--- config.mk ---
export PLATFORM = sky130hd
export DESIGN_NAME = mult_div_unit
export DESIGN_NICKNAME = d
export VERILOG_FILES = /design/src/rtl/mult_div_unit.sv
export SDC_FILE = /design/constraint.sdc
export NUM_CORES = 1
export LEC_CHECK = 0
export BUFFER_PORTS_ARGS = -buffer_cell sky130_fd_sc_hd__buf_2
export CAP_MARGIN = 20
export CORE_MARGIN = 10
export CORE_UTILIZATION = 57
export CTS_BUF_LIST = sky130_fd_sc_hd__clkbuf_4
export DETAILED_ROUTE_END_ITERATION = 10
export PLACE_DENSITY = 0.79
export SLEW_MARGIN = 25
export SYNTH_ARGS = -nofsm -noshare
export SYNTH_HDL_FRONTEND = slang
export SYNTH_SLANG_ARGS = --single-unit
--- constraint.sdc ---
create_clock -name clk -period 8.8 [get_ports clk]
set_clock_uncertainty 0.1 [all_clocks]
set_input_delay 1.76 -clock clk [delete_from_list [all_inputs] [get_ports clk]]
set_output_delay 1.76 -clock clk [all_outputs]
set_load 0.02 [all_outputs]
--- src/rtl/mult_div_unit.sv ---
// Sequential signed multiply/divide unit: radix-2 Booth multiply and restoring divide,
// 33-cycle latency, HI/LO result registers and a one-cycle divide-by-zero flag.
module mult_div_unit (
  input  logic        clk,
  input  logic        reset,
  input  logic        start_mult,
  input  logic        start_div,
  input  logic [31:0] op_a,
  input  logic [31:0] op_b,
  output logic [31:0] hi_out,
  output logic [31:0] lo_out,
  output logic        busy,
  output logic        done,
  output logic        div_zero
);

  typedef enum logic [2:0] {
    S_IDLE,
    S_MULT,
    S_DIV,
    S_FINISH,
    S_DIVZ
  } state_t;

  state_t      r_state;
  state_t      w_next_state;

  logic [5:0]  r_count;
  logic        r_is_div;

  // Booth product register: {acc[31:0], multiplier[31:0], q-1}
  logic [64:0] r_prod;
  logic [31:0] r_mcand;

  logic [31:0] r_rem;
  logic [31:0] r_quo;
  logic [31:0] r_dvsr;
  logic        r_sign_q;
  logic        r_sign_r;

  logic [31:0] r_hi;
  logic [31:0] r_lo;
  logic        r_done;
  logic        r_div_zero;

  logic        w_last;
  logic [32:0] w_acc_ext;
  logic [32:0] w_mcand_ext;
  logic [32:0] w_booth_sum;
  logic [64:0] w_prod_next;
  logic [32:0] w_div_shift;
  logic        w_div_ge;
  logic [31:0] w_div_diff;
  logic [31:0] w_abs_a;
  logic [31:0] w_abs_b;

  assign w_last = (r_count == 6'd1);

  // The accumulator is widened to 33 bits so that subtracting a -2^31 multiplicand
  // cannot overflow before the arithmetic shift brings it back into 32 bits.
  assign w_acc_ext   = {r_prod[64], r_prod[64:33]};
  assign w_mcand_ext = {r_mcand[31], r_mcand};

  // NOTE: every signal written in always_comb gets a default first, so no path
  // leaves it unassigned and no latch is inferred.
  always_comb begin
    w_booth_sum = w_acc_ext;
    case (r_prod[1:0])
      2'b01:   w_booth_sum = w_acc_ext + w_mcand_ext;
      2'b10:   w_booth_sum = w_acc_ext - w_mcand_ext;
      default: w_booth_sum = w_acc_ext;
    endcase
  end

  assign w_prod_next = {w_booth_sum, r_prod[32:1]};

  // Remainder stays below the divisor (<= 2^31), so the shifted pair fits in 33 bits
  // and a successful trial difference fits in 32.
  assign w_div_shift = {r_rem, r_quo[31]};
  assign w_div_ge    = (w_div_shift >= {1'b0, r_dvsr});
  assign w_div_diff  = w_div_shift[31:0] - r_dvsr;

  assign w_abs_a = op_a[31] ? (32'd0 - op_a) : op_a;
  assign w_abs_b = op_b[31] ? (32'd0 - op_b) : op_b;

  always_comb begin
    w_next_state = r_state;
    case (r_state)
      S_IDLE: begin
        if (start_mult)
          w_next_state = S_MULT;
        else if (start_div)
          w_next_state = (op_b == 32'd0) ? S_DIVZ : S_DIV;
      end
      S_MULT:   if (w_last) w_next_state = S_FINISH;
      S_DIV:    if (w_last) w_next_state = S_FINISH;
      S_FINISH: w_next_state = S_IDLE;
      S_DIVZ:   w_next_state = S_IDLE;
      default:  w_next_state = S_IDLE;
    endcase
  end

  // NOTE: sequential state uses non-blocking assignments so every register sees
  // the values from before the edge, independent of statement order.
  always_ff @(posedge clk or posedge reset) begin
    if (reset)
      r_state <= S_IDLE;
    else
      r_state <= w_next_state;
  end

  always_ff @(posedge clk or posedge reset) begin
    if (reset) begin
      r_count    <= 6'd0;
      r_is_div   <= 1'b0;
      r_prod     <= 65'd0;
      r_mcand    <= 32'd0;
      r_rem      <= 32'd0;
      r_quo      <= 32'd0;
      r_dvsr     <= 32'd0;
      r_sign_q   <= 1'b0;
      r_sign_r   <= 1'b0;
      r_hi       <= 32'd0;
      r_lo       <= 32'd0;
      r_done     <= 1'b0;
      r_div_zero <= 1'b0;
    end else begin
      r_done     <= 1'b0;
      r_div_zero <= 1'b0;
      case (r_state)
        S_IDLE: begin
          if (start_mult) begin
            r_count  <= 6'd32;
            r_is_div <= 1'b0;
            r_prod   <= {32'd0, op_a, 1'b0};
            r_mcand  <= op_b;
          end else if (start_div) begin
            r_count  <= 6'd32;
            r_is_div <= 1'b1;
            r_rem    <= 32'd0;
            r_quo    <= w_abs_a;
            r_dvsr   <= w_abs_b;
            r_sign_q <= op_a[31] ^ op_b[31];
            r_sign_r <= op_a[31];
          end
        end
        S_MULT: begin
          r_prod  <= w_prod_next;
          r_count <= r_count - 6'd1;
        end
        S_DIV: begin
          if (w_div_ge) begin
            r_rem <= w_div_diff;
            r_quo <= {r_quo[30:0], 1'b1};
          end else begin
            r_rem <= w_div_shift[31:0];
            r_quo <= {r_quo[30:0], 1'b0};
          end
          r_count <= r_count - 6'd1;
        end
        S_FINISH: begin
          if (r_is_div) begin
            r_lo <= r_sign_q ? (32'd0 - r_quo) : r_quo;
            r_hi <= r_sign_r ? (32'd0 - r_rem) : r_rem;
          end else begin
            r_hi <= r_prod[64:33];
            r_lo <= r_prod[32:1];
          end
          r_done <= 1'b1;
        end
        S_DIVZ: begin
          r_done     <= 1'b1;
          r_div_zero <= 1'b1;
        end
        default: ;
      endcase
    end
  end

  assign busy     = (r_state != S_IDLE);
  assign hi_out   = r_hi;
  assign lo_out   = r_lo;
  assign done     = r_done;
  assign div_zero = r_div_zero;

endmodule
; After elaboration in Yosys (flattened, before gate mapping)
; Cells that the tools add are included.
[classes]
shift = 0
n_mul = 0
mux = 29
bitwise_logic = 2
n_reduce_logical = 17
eq_ne = 13
div = 0
n_lt_le_gt_ge = 1
add_sub_neg = 8
[ops]
columns = op, n
row1 = 2-to-1 mux 32 bit, 11
row2 = one-hot mux 65 bit (2 select lines), 1
row3 = one-hot mux 32 bit (2 select lines), 2
row4 = "subtractor 1 x 32 -> 32 bit, first input constant", 4
row5 = one-hot mux 33 bit (2 select lines), 1
row6 = 2-to-1 mux 65 bit, 1
row7 = adder 32 x 32 -> 33 bit, 1
row8 = >= comparator 33 x 32 -> 1 bit, 1
row9 = subtractor 32 x 32 -> 33 bit, 1
row10 = zero test 32 bit, 1
row11 = subtractor 32 bit, 1
row12 = 2-to-1 mux 3 bit, 4
row13 = 2-to-1 mux 6 bit, 2
row14 = one-hot mux 6 bit (2 select lines), 1
row15 = AND reduction 2 bit, 5
row16 = AND reduction 3 bit, 3
row17 = nonzero test 2 bit, 4
row18 = "equality test 3 x 2 -> 1 bit, second input constant", 2
row19 = "equality test 6 x 1 -> 1 bit, second input constant", 1
row20 = "!= test 2 bit, second input constant", 3
row21 = one-hot mux 3 bit (2 select lines), 1
row22 = "subtractor 6 x 1 -> 6 bit, second input constant", 1
row23 = 2-to-1 mux 1 bit, 5
row24 = OR reduction 2 bit, 2
row25 = other kinds (11), 11
[totals]
latchBits = 0
reg_bits = 271
input_bits = 68
ramBits = 0
mem_bits_ro = 0
wordCells = 85
n_memories = 0

; Depth between registers and ports, before layout
; Gate-level depths: netlist of the first run.
[logic_depth]
ltp_word = 5
ltp_mapped = 20
ltp_nobuf = 20

; Worst setup path before layout of the first run
; No wires, ideal clock.
[synth_timing]
path_type = input-to-reg
from = input port op_b[6]
to = register r_state[1]
path_stages = 9
arrival_ns = 4.167
path_slack_ns = 4.415
cell_sequence = or4_1 > or4_1 > nand2b_1 > or4_1 > nand2b_1 > nor4_1 > nand2_1 > a21oi_1 > nor2_1
[synth_via]
elab_chain_cells = 5
[synth_rtl]
columns = item, line_no
row1 = "start, declared", 9  ; input logic [31:0] op_b,
row2 = zero test 32 bit, 93  ; w_next_state = (op_b == 32'd0) ? S_DIVZ : S_DIV;
row3 = 2-to-1 mux 3 bit, 93
row4 = 2-to-1 mux 3 bit, 92  ; else if (start_div)
row5 = 2-to-1 mux 3 bit, 90  ; if (start_mult)
row6 = one-hot mux 3 bit (2 select lines), 88  ; case (r_state)
row7 = "end signal, assigned", 109  ; r_state <= w_next_state;
row8 = "end, declared", 25  ; state_t r_state;
; Every way passes these cells. The select of a mux whose other input is x is not followed.
; A chain may end at the register's enable or synchronous reset.

; Final worst setup path of the first run
[layout_timing]
from = register r_mcand[7]
to = register r_prod[64]
[layout_via]
elab_chain_cells = 3
[layout_rtl]
columns = item, line_no
row1 = "start, declared", 33  ; logic [31:0] r_mcand;
row2 = "start signal, assigned", 136  ; r_mcand <= op_b;
row3 = subtractor 32 x 32 -> 33 bit / adder 32 x 32 -> 33 bit (equally long branches), "70, 69"
row4 = one-hot mux 33 bit (2 select lines) *, 68  ; case (r_prod[1:0])
row5 = one-hot mux 65 bit (2 select lines) *, 130  ; case (r_state)
row6 = "end signal, assigned", 135  ; r_prod <= {32'd0, op_a, 1'b0};
row7 = "end signal, assigned", 148  ; r_prod <= w_prod_next;
row8 = "end, declared", 32  ; logic [64:0] r_prod;
; Every way passes the cells marked *; elsewhere a longest branch is shown, timed or not.

==> results of run 1 <==
[worst max path at each step]
stage,to,slack [ps]
floorplan,div_zero$_DFF_PP0_,3360
global placement,r_prod[64]$_DFFE_PP0P_,3950
detailed placement,r_prod[64]$_DFFE_PP0P_,3690
CTS,r_prod[64]$_DFFE_PP0P_,3670
global route,r_prod[64]$_DFFE_PP0P_,3060
finish,r_prod[64]$_DFFE_PP0P_,3540
[logic make-up (layout without fill, tap and decap cells)]
group | Yosys count | in the layout | share of synthesized area, %
and+or+nand+nor | 781 | 781 | 19.26
AOI/OAI and AO/OA | 652 | 652 | 21.43
DFF | 271 | 271 | 38.02
xor gates and xnor gates | 207 | 207 | 10.16
buffers and inverters | 188 | 342 | 4.209
adders and majority gates | 74 | 74 | 5.275
muxes | 29 | 29 | 1.635
other | 0 | 9 | 0
[Yosys cell counts, types with 4 or more instances]
library cell | instances | area, µm²
nor4_1 | 14 | 87.58
mux2i_1 | 28 | 280.3
and3_1 | 7 | 43.79
o21ai_0 | 309 | 1546
clkbuf_1 | 101 | 379.1
nor3_1 | 23 | 115.1
o21bai_1 | 7 | 52.55
a211oi_1 | 5 | 37.54
or3_1 | 20 | 125.1
o211ai_1 | 10 | 75.07
and2_1 | 4 | 25.02
a32oi_1 | 10 | 87.58
nand2b_1 | 25 | 156.4
dfrtp_1 | 271 | 6782
nor2_1 | 180 | 675.7
xor2_1 | 130 | 1139
a31oi_1 | 10 | 62.56
o22ai_1 | 29 | 181.4
ha_1 | 72 | 900.9
nor2b_1 | 10 | 62.56
xnor2_1 | 77 | 674.4
o31ai_1 | 41 | 307.8
o41ai_1 | 18 | 157.7
o311ai_0 | 13 | 113.9
nand4_1 | 16 | 100.1
o21a_1 | 6 | 45.04
or4_1 | 19 | 142.6
inv_1 | 67 | 251.5
buf_1 | 12 | 45.04
nand3_1 | 61 | 305.3
nand2_1 | 383 | 1438
a21oi_1 | 136 | 680.7
a21o_1 | 26 | 195.2
a22oi_1 | 6 | 45.04
[layer usage]
| metal | track usage [%] | wire length (µm) |
|---|---|---|
| met5 | 0 | 18 |
| met4 | 10.57 | 1823 |
| met3 | 5.486 | 3353 |
| met2 | 43.81 | 24360 |
| met1 | 31.11 | 20870 |
[flip-flops by register name, indices dropped and copies added, names as in the netlist]
name,count
div_zero,1
done,1
hi_out,32
lo_out,32
r_count,6
r_dvsr,32
r_is_div,1
r_mcand,32
r_prod,65
r_quo,32
r_rem,32
r_sign_q,1
r_sign_r,1
r_state,3
[cells in the final DEF, fill, tap and decap left out, types with 18 or more instances in the layout]
master	instances
inv_1	66
o22ai_1	29
a21o_1	26
clkbuf_4	109
xor2_1	130
or4_1	19
dfrtp_1	268
o41ai_1	18
nor2_1	180
o21ai_0	309
o31ai_1	41
nand3_1	61
nor3_1	23
mux2i_1	28
or3_1	20
nand2_1	379
buf_2	134
nand2b_1	25
xnor2_1	77
a21oi_1	136
ha_1	71
[power breakdown]
| group | internal [mW] | switching, mW | total [mW] |
|---|---|---|---|
| Sequential | 1.82 | 0.623 | 2.44 |
| Combinational | 2.02 | 3.23 | 5.25 |
| Clock | 0.622 | 0.545 | 1.17 |
[cell type report]
| class | count | area share, % |
|---|---|---|
| clock inverters | 18 | 0.6244 |
| diodes | 9 | 0.1147 |
| flip-flops and latches | 271 | 34.56 |
| well taps | 396 | 2.523 |
| inverters | 67 | 1.300 |
| clock buffers | 109 | 4.167 |
| multi-input cells | 1743 | 52.70 |
| repair buffers | 148 | 4.014 |
[tightest hold or removal path: stages, from the launching register on]
cell and delay [ps]:
dfrtp_1 340, nand2_1 40, o21ai_0 60
==> results.sh, run 1 <==
export IMPL_fin_util_pct=63.87
export IMPL_synth_ff_type="dfrtp_1"
export IMPL_fin_setup_tns_ps=0
export IMPL_drt_antenna_violating_nets=0
export IMPL_hp_class="flop to flop"
export IMPL_area_growth_pct=10.11
export IMPL_path_class="flop to flop"
export IMPL_grt_max_degree=167
export IMPL_clkTransAtPathRegs_ps=70
export IMPL_async_reset_ff_share_pct=100.0
export IMPL_holdBufCountCts=0
export IMPL_wire_per_inst_um=18.26
export IMPL_crit_cells=20
export IMPL_min_period_ps=5262
export IMPL_synth_cell_area_mm2=0.01784
export IMPL_port_buffers=134
export IMPL_slew_headroom_pct=37.88
export IMPL_p_per_area_mw_per_mm2=450.9
export IMPL_rows=64
export IMPL_start_kind="flop"
export IMPL_ir_worst_vdd_mv=0.2699
export IMPL_antenna_found_initial=8
export IMPL_crit_buf_inv=0
export IMPL_initial_core_util_pct=58.00
export IMPL_critical_path_endpoint_type="flop"
export IMPL_arrival_ps=5750
export IMPL_synth_nets=2344
export IMPL_cts_resized=0
export IMPL_place_inst=2625
export IMPL_power_mw=8.855
export IMPL_fp_dieArea_mm2=0.03877
export IMPL_seq_area_frac_synth_pct=38.02
export IMPL_syn_avg_cell_area_um2=8.100
export IMPL_drive_gt1_share_pct=12.39
export IMPL_grtUsageTotal_pct=25.73
export IMPL_cts_buffers=77
export IMPL_fmax_mhz=190.0
export IMPL_nets=2450
export IMPL_root_buffer="clkbuf_4"
export IMPL_setup_violations=0
export IMPL_rsz0062_at_grt="false"
export IMPL_final_hold_violation_count=0
export IMPL_r2r_slack_ps=3540
export IMPL_final_max_slew_viol_count=0
export IMPL_cp_top_family="simple AND/OR/NAND/NOR gates"
export IMPL_synth_edff_count=0
export IMPL_cts_sinks=271
export IMPL_dpl_hpwl_mm=36.71
export IMPL_overflow=0
export IMPL_syn_inst=2202
export IMPL_status="complete, no violations"
export IMPL_ys_ff_latch=271
export IMPL_dieHeight_um=196.9
export IMPL_multi_input_area_mm2=0.01035
export IMPL_p_leak_nw=9.062
export IMPL_final_cells=2761
export IMPL_pre_cts_ws_ps=3693
export IMPL_slowest_stage="nor4_1"
export IMPL_io_pins=135
export IMPL_seqCellArea_mm2=0.006788
export IMPL_critical_path_max_fanout=5
export IMPL_cpPeakStageDelay_ps=540
export IMPL_yosys_cell_types_count=64
export IMPL_reg2reg_depth=20
export IMPL_fillers=2721
export IMPL_worst_pin_slew_ps=931.7
export IMPL_clock_path_buffers=3
export IMPL_min_period_over_period_pct=59.80
export IMPL_clk_latency_ps=720
export IMPL_holdPathEnd="lo_out[20]$_DFFE_PP0N_"
export IMPL_fin_hold_ws_ps=371.5
export IMPL_postCtsSetupRepairBufs=0
export IMPL_drcViolationCount=0
export IMPL_first_pass_iters=6
export IMPL_htreeDepth=3
export IMPL_maxCapViolCount=0
export IMPL_worstPathRequired_ps=9290
export IMPL_cp_startpoint="r_mcand[7]$_DFFE_PP0P_"
export IMPL_min_path_cells=2
export IMPL_yosysWarnings=0
export IMPL_drt_wl_total_mm=50.42
export IMPL_worstPathCellList="or3_1, or3_1, nor3_1, nand2_1, nor4_1, nand2_1, nor2_1, a21oi_1, xnor2_1, ha_1, nand3_1, nor2_1, nand4_1, a21oi_1, nor3_1, o31ai_1, a31oi_1, xor2_1, o311ai_0, o41ai_1"
export IMPL_grt_pass1_wl_mm=82.39
export IMPL_chipWidth_um=196.9
export IMPL_core_area_mm2=0.03075
export IMPL_gp_congestion=0.9306
export IMPL_cts_tree="yes"
export IMPL_drtIter0Drc=1272
export IMPL_layout_setup_ws_ps=3538
export IMPL_dpl_cell_area_mm2=0.01867
export IMPL_via_per_inst=5.954
export IMPL_r2r_end="r_prod[64]$_DFFE_PP0P_"
export IMPL_vias=16440
export IMPL_hold_path_startpoint="lo_out[20]$_DFFE_PP0N_"
export IMPL_grt_pass1_vias=16140
export IMPL_final_area_mm2=0.01964
export IMPL_timing_rr_start="r_mcand[7]$_DFFE_PP0P_"
Power figures use the tool's default switching activity.
==> run 2, diff against run 1 <==
- CORE_UTILIZATION: 57 -> 63
- PLACE_DENSITY: 0.79 -> 0.83
- clock period: 8.8 -> 4.95 ns (I/O delays scaled with it)
==> run 2 against run 1 <==
First-iteration DRC count is 3.8% higher. Critical path depth stayed put. Count of clock-buffer cells in the layout is 13 lower. Sequential power is 80% higher. Hold slack worse by 90 ps. Die area is 8.6% lower. Critical endpoint unchanged.
==> results.sh, run 2 (same netlist as run 1, synthesis figures left out) <==
export IMPL_dieHeight_um=188.3
export IMPL_io_pins=135
export IMPL_cts_tree="yes"
export IMPL_final_area_mm2=0.01962
export IMPL_cts_resized=0
export IMPL_power_frac_seq_pct=28.1
export IMPL_drcViolationCount=0
export IMPL_status="complete, no violations"
export IMPL_fillers=2289
export IMPL_ir_worst_vdd_mv=0.5133
export IMPL_r2r_end="r_prod[64]$_DFFE_PP0P_"
export IMPL_maxCapViolCount=0
export IMPL_clock_path_buffers=3
export IMPL_worst_pin_slew_ps=1080
export IMPL_postCtsSetupRepairBufs=0
export IMPL_clkTransAtPathRegs_ps=70
export IMPL_p_sw_mw=7.820
export IMPL_core_area_mm2=0.02786
export IMPL_p_leak_nw=9.039
export IMPL_grt_max_degree=130
export IMPL_drt_antenna_violating_nets=0
export IMPL_clock_power_share_pct=12.0
export IMPL_reg2reg_depth=20
export IMPL_fp_dieArea_mm2=0.03544
export IMPL_initial_core_util_pct=64.02
export IMPL_dpl_hpwl_mm=36.40
export IMPL_hp_class="input port to async pin"
export IMPL_critical_path_endpoint_type="flop"
export IMPL_layout_setup_ws_ps=321.0
export IMPL_fmax_mhz=216.0
export IMPL_intPower_mw=7.821
export IMPL_cts_sinks=271
export IMPL_grt_pass1_wl_mm=81.24
export IMPL_slew_headroom_pct=28.00
export IMPL_arrival_ps=5080
export IMPL_chipWidth_um=188.3
export IMPL_pre_cts_ws_ps=38.84
export IMPL_drtIter0Drc=1320
export IMPL_final_common_cell="nand2_1"
export IMPL_rsz0062_at_grt="false"
export IMPL_path_class="flop to flop"
export IMPL_holdBufCountCts=0
export IMPL_first_pass_iters=6
export IMPL_grtUsageTotal_pct=27.45
export IMPL_port_buffers=134
export IMPL_gp_congestion=0.9903
export IMPL_p_per_area_mw_per_mm2=797.1
export IMPL_final_cell_mix="nand2_1, o21ai_0, dfrtp_1, nor2_1, a21oi_1"
export IMPL_r2r_slack_ps=320
export IMPL_timing_rr_start="r_mcand[7]$_DFFE_PP0P_"
export IMPL_wire_per_inst_um=18.27
export IMPL_dpl_cell_area_mm2=0.01870
export IMPL_antenna_found_initial=4
export IMPL_vias=16740
export IMPL_min_period_ps=4629
export IMPL_swShare_pct=50.00
export IMPL_critical_path_max_fanout=5
export IMPL_cts_buffers=72
export IMPL_comb_power_share_pct=59.8
export IMPL_overflow=0
export IMPL_fin_util_pct=70.43
export IMPL_worstPathRequired_ps=5400
export IMPL_htreeDepth=3
export IMPL_root_buffer="clkbuf_4"
export IMPL_top_register="r_prod"
export IMPL_fin_setup_tns_ps=0
export IMPL_final_hold_violation_count=0
export IMPL_setup_violations=0
export IMPL_min_period_over_period_pct=93.51
export IMPL_grt_pass1_vias=16310
export IMPL_final_max_slew_viol_count=0
export IMPL_rows=61
export IMPL_drive_gt1_share_pct=12.51
export IMPL_clk_latency_ps=730
export IMPL_drt_wl_total_mm=49.92
export IMPL_via_per_inst=6.125
export IMPL_start_kind="flop"
export IMPL_largest_register_ffs=65
export IMPL_area_growth_pct=10.01
export IMPL_nets=2451
==> run 2: worst max-delay path by stage <==
stage,cells past startpoint,startpoint,endpoint
after CTS,20,r_mcand[7]$_DFFE_PP0P_,r_prod[64]$_DFFE_PP0P_
after detailed placement,20,r_mcand[7]$_DFFE_PP0P_,r_prod[64]$_DFFE_PP0P_
after global placement,19,r_mcand[7]$_DFFE_PP0P_,r_prod[64]$_DFFE_PP0P_
after global routing,19,r_mcand[7]$_DFFE_PP0P_,r_prod[64]$_DFFE_PP0P_
after floorplan,1,reset,div_zero$_DFF_PP0_
final,20,r_mcand[7]$_DFFE_PP0P_,r_prod[64]$_DFFE_PP0P_
==> run 2: power groups by stage <==
stage	clock, mW	combinational, mW	sequential, mW
2_1_floorplan	0	6.97	4.25
3_3_place_gp	0	8.87	4.40
3_5_place_dp	0	9.15	4.46
4_1_cts	1.93	9.20	4.42
5_1_grt	2.06	10.5	4.52
6_report	1.88	9.36	4.40
==> run 2: per-layer routing <==
metal | GRT usage, % | vias to the layer above | share of wire [%]
met4 | 13.72 | 2 | 4.5
met1 | 34.05 | 8026 | 42
li1 | - | 7978 | -
met2 | 45.44 | 589 | 48
met5 | 0 | - | 0.014
met3 | 4.653 | 144 | 6.4
==> run 2: worst max-delay path, stage by stage (launching register included) <==
cell and delay (ps):
dfrtp_1 420, or3_1 420, or3_1 380, nor3_2 200, nand2_1 150, nor4_4 190, nand2_1 90, nor2_2 160
a21oi_1 110, xnor2_1 140, ha_1 360, nand3_1 110, nor2_1 150, nand4_1 120, a21oi_1 220, nor3_2 80
o31ai_2 290, a31oi_1 150, xor2_1 190, o311ai_0 310, o41ai_1 130
==> run 2: area by class of cell <==
class	count	area, µm²	share of cell area (%)
diodes	5	12.51	0.06377
clock buffers	96	720.7	3.673
clock inverters	19	118.9	0.6058
inverters	67	255.2	1.301
multi-input cells	1743	10370	52.87
flip-flops and latches	271	6785	34.58
well taps	378	473.0	2.410
repair buffers	154	882.1	4.496
==> run 2: stage by stage <==
step                std cells  hold slack, ps  power (mW)
finish                   2733           281.2       15.64
global route             2731           305.4       17.07
CTS                      2727           270.9       15.55
floorplan                2202           349.8       11.22
detailed placement       2612           364.6       13.61
global placement         2612           356.5       13.27
==> run 3, diff against run 2 <==
- CAP_MARGIN: 20 -> unset
- PLACE_DENSITY: 0.83 -> unset
- PLACE_DENSITY_LB_ADDON: unset -> 0.2
==> run 3 against run 2 <==
Global-route usage is 0.078 points higher. Power is 1.3% higher. Sequential share of layout area is 0.22 points lower. Wire length is 0.57% lower. Final cell count is 0.55% higher. Setup slack better by 110 ps. Final area is 0.63% higher. Combinational power is 0.7% lower. Non-clock buffer count stayed put. Sequential power hardly changed.
==> results.sh, run 3 (same netlist as run 1, synthesis figures left out) <==
export IMPL_status="complete, no violations"
export IMPL_min_period_over_period_pct=91.39
export IMPL_fillers=2283
export IMPL_ir_worst_vdd_mv=0.4846
export IMPL_rows=61
export IMPL_comb_power_share_pct=58.6
export IMPL_top_usage_layer="met2"
export IMPL_reg2reg_depth=21
export IMPL_grtUsageMet2_pct=46.17
export IMPL_drive_gt1_share_pct=12.84
export IMPL_place_inst=2612
export IMPL_grt_pass1_vias=16100
export IMPL_fp_dieArea_mm2=0.03544
export IMPL_p_leak_nw=9.131
export IMPL_core_area_mm2=0.02786
export IMPL_final_common_cell="nand2_1"
export IMPL_top_register="r_prod"
export IMPL_p_sw_mw=7.819
export IMPL_final_max_slew_viol_count=0
export IMPL_grt_pass1_wl_mm=81.36
export IMPL_final_hold_violation_count=0
export IMPL_slew_headroom_pct=26.46
export IMPL_port_buffers=134
export IMPL_cts_buffers=77
export IMPL_arrival_ps=4980
export IMPL_fin_setup_tns_ps=0
export IMPL_met1_usage_pct=34.16
export IMPL_final_cells=2748
export IMPL_hp_class="input port to async pin"
export IMPL_root_buffer="clkbuf_4"
export IMPL_vias=16600
export IMPL_path_class="flop to flop"
export IMPL_worstPathRequired_ps=5410
export IMPL_critical_path_max_fanout=5
export IMPL_fmax_mhz=221.1
export IMPL_htreeDepth=3
export IMPL_start_kind="flop"
export IMPL_chipWidth_um=188.3
export IMPL_first_pass_iters=6
export IMPL_cts_sinks=271
export IMPL_wire_per_inst_um=18.06
export IMPL_clock_power_share_pct=13.7
export IMPL_setup_violations=0
export IMPL_r2r_slack_ps=430
export IMPL_power_mw=15.85
export IMPL_nets=2456
export IMPL_initial_core_util_pct=64.02
export IMPL_gp_congestion=0.9487
export IMPL_largest_register_ffs=65
export IMPL_critical_path_endpoint_type="flop"
export IMPL_grt_max_degree=129
export IMPL_drcViolationCount=0
export IMPL_dpl_hpwl_mm=36.09
export IMPL_fin_hold_ws_ps=245.6
export IMPL_power_frac_seq_pct=27.7
export IMPL_clkTransAtPathRegs_ps=70
export IMPL_clock_path_buffers=3
export IMPL_grtUsageTotal_pct=27.53
export IMPL_overflow=0
export IMPL_timing_rr_start="r_mcand[7]$_DFFE_PP0P_"
export IMPL_min_period_ps=4524
export IMPL_drt_wl_total_mm=49.64
export IMPL_r2r_end="r_prod[64]$_DFFE_PP0P_"
export IMPL_clk_latency_ps=700
export IMPL_drtIter0Drc=1167
export IMPL_io_pins=135
export IMPL_intPower_mw=8.032
export IMPL_via_per_inst=6.042
export IMPL_swShare_pct=49.33
export IMPL_worst_pin_slew_ps=1103
export IMPL_grtUsageMet3_pct=4.819
export IMPL_final_cell_mix="nand2_1, o21ai_0, dfrtp_1, nor2_1, a21oi_1"
export IMPL_cts_tree="yes"
export IMPL_maxCapViolCount=0
export IMPL_area_growth_pct=10.71
export IMPL_dieHeight_um=188.3
export IMPL_antenna_found_initial=7
export IMPL_drt_antenna_violating_nets=0
export IMPL_p_per_area_mw_per_mm2=802.8
==> run 3: power groups by stage <==
stage	clock, mW	sequential [mW]	combinational (mW)
2_1_floorplan	0	4.25	6.97
3_3_place_gp	0	4.39	8.86
3_5_place_dp	0	4.45	9.12
4_1_cts	2.21	4.41	9.17
5_1_grt	2.33	4.52	10.4
6_report	2.17	4.39	9.29
==> run 3: repair_timing <==
item / in CTS / in global routing
hold buffers: 0 / 0
endpoints found under the setup margin: 0 / 2
setup buffers: 0 / 0
gates resized for setup: 0 / 6
==> run 3: worst max-delay path by stage <==
stage	start	endpoint	slack, ps	cells after the start
finish	r_mcand[7]$_DFFE_PP0P_	r_prod[64]$_DFFE_PP0P_	430	21
global route	r_mcand[7]$_DFFE_PP0P_	r_prod[64]$_DFFE_PP0P_	-30	21
CTS	r_mcand[7]$_DFFE_PP0P_	r_prod[64]$_DFFE_PP0P_	230	18
detailed placement	r_mcand[7]$_DFFE_PP0P_	r_prod[64]$_DFFE_PP0P_	240	18
global placement	r_mcand[7]$_DFFE_PP0P_	r_prod[64]$_DFFE_PP0P_	380	18
floorplan	reset	div_zero$_DFF_PP0_	280	1
==> run 3: area by class of cell <==
cell class              count  area (µm²)  area share [%]
repair buffers            154       858.3           4.347
clock buffers             113       848.3           4.296
inverters                  67       255.2           1.293
well taps                 378       473.0           2.395
diodes                      2       5.005         0.02535
flip-flops and latches    271        6785           34.36
clock inverters            20       156.4          0.7921
multi-input cells        1743       10360           52.49
==> run 3: worst max-delay path, stage by stage, from the launching register on <==
cell,delay [ps]
dfrtp_1,400
or3_1,390
or3_1,380
nor3_2,220
nand2_1,110
nor4_1,190
buf_4,180
nand2_1,50
nor2_1,120
a21oi_1,100
xnor2_1,140
ha_1,370
nand3_1,120
nor2_1,160
nand4_1,110
a21oi_1,200
nor3_2,90
o31ai_2,280
a31oi_1,150
xor2_1,190
o311ai_1,230
o41ai_1,110
==> run 3: routing by layer <==
metal  routed length, µm  vias up
li1                    -     8000
met1               20850     7900
met2               23910      557
met3                3025      137
met4                1773       10
met5                  78        -
==> run 3: through the flow <==
step                      cell area [µm²]  worst slack [ps]  utilization [%]
final                               19750             426.2            70.88
after global routing                19750            -34.02            70.88
after CTS                           19690             230.1            70.68
after detailed placement            18690             239.1            67.07
after global placement              18690             378.8            67.07
after floorplan                     17840             278.6                -
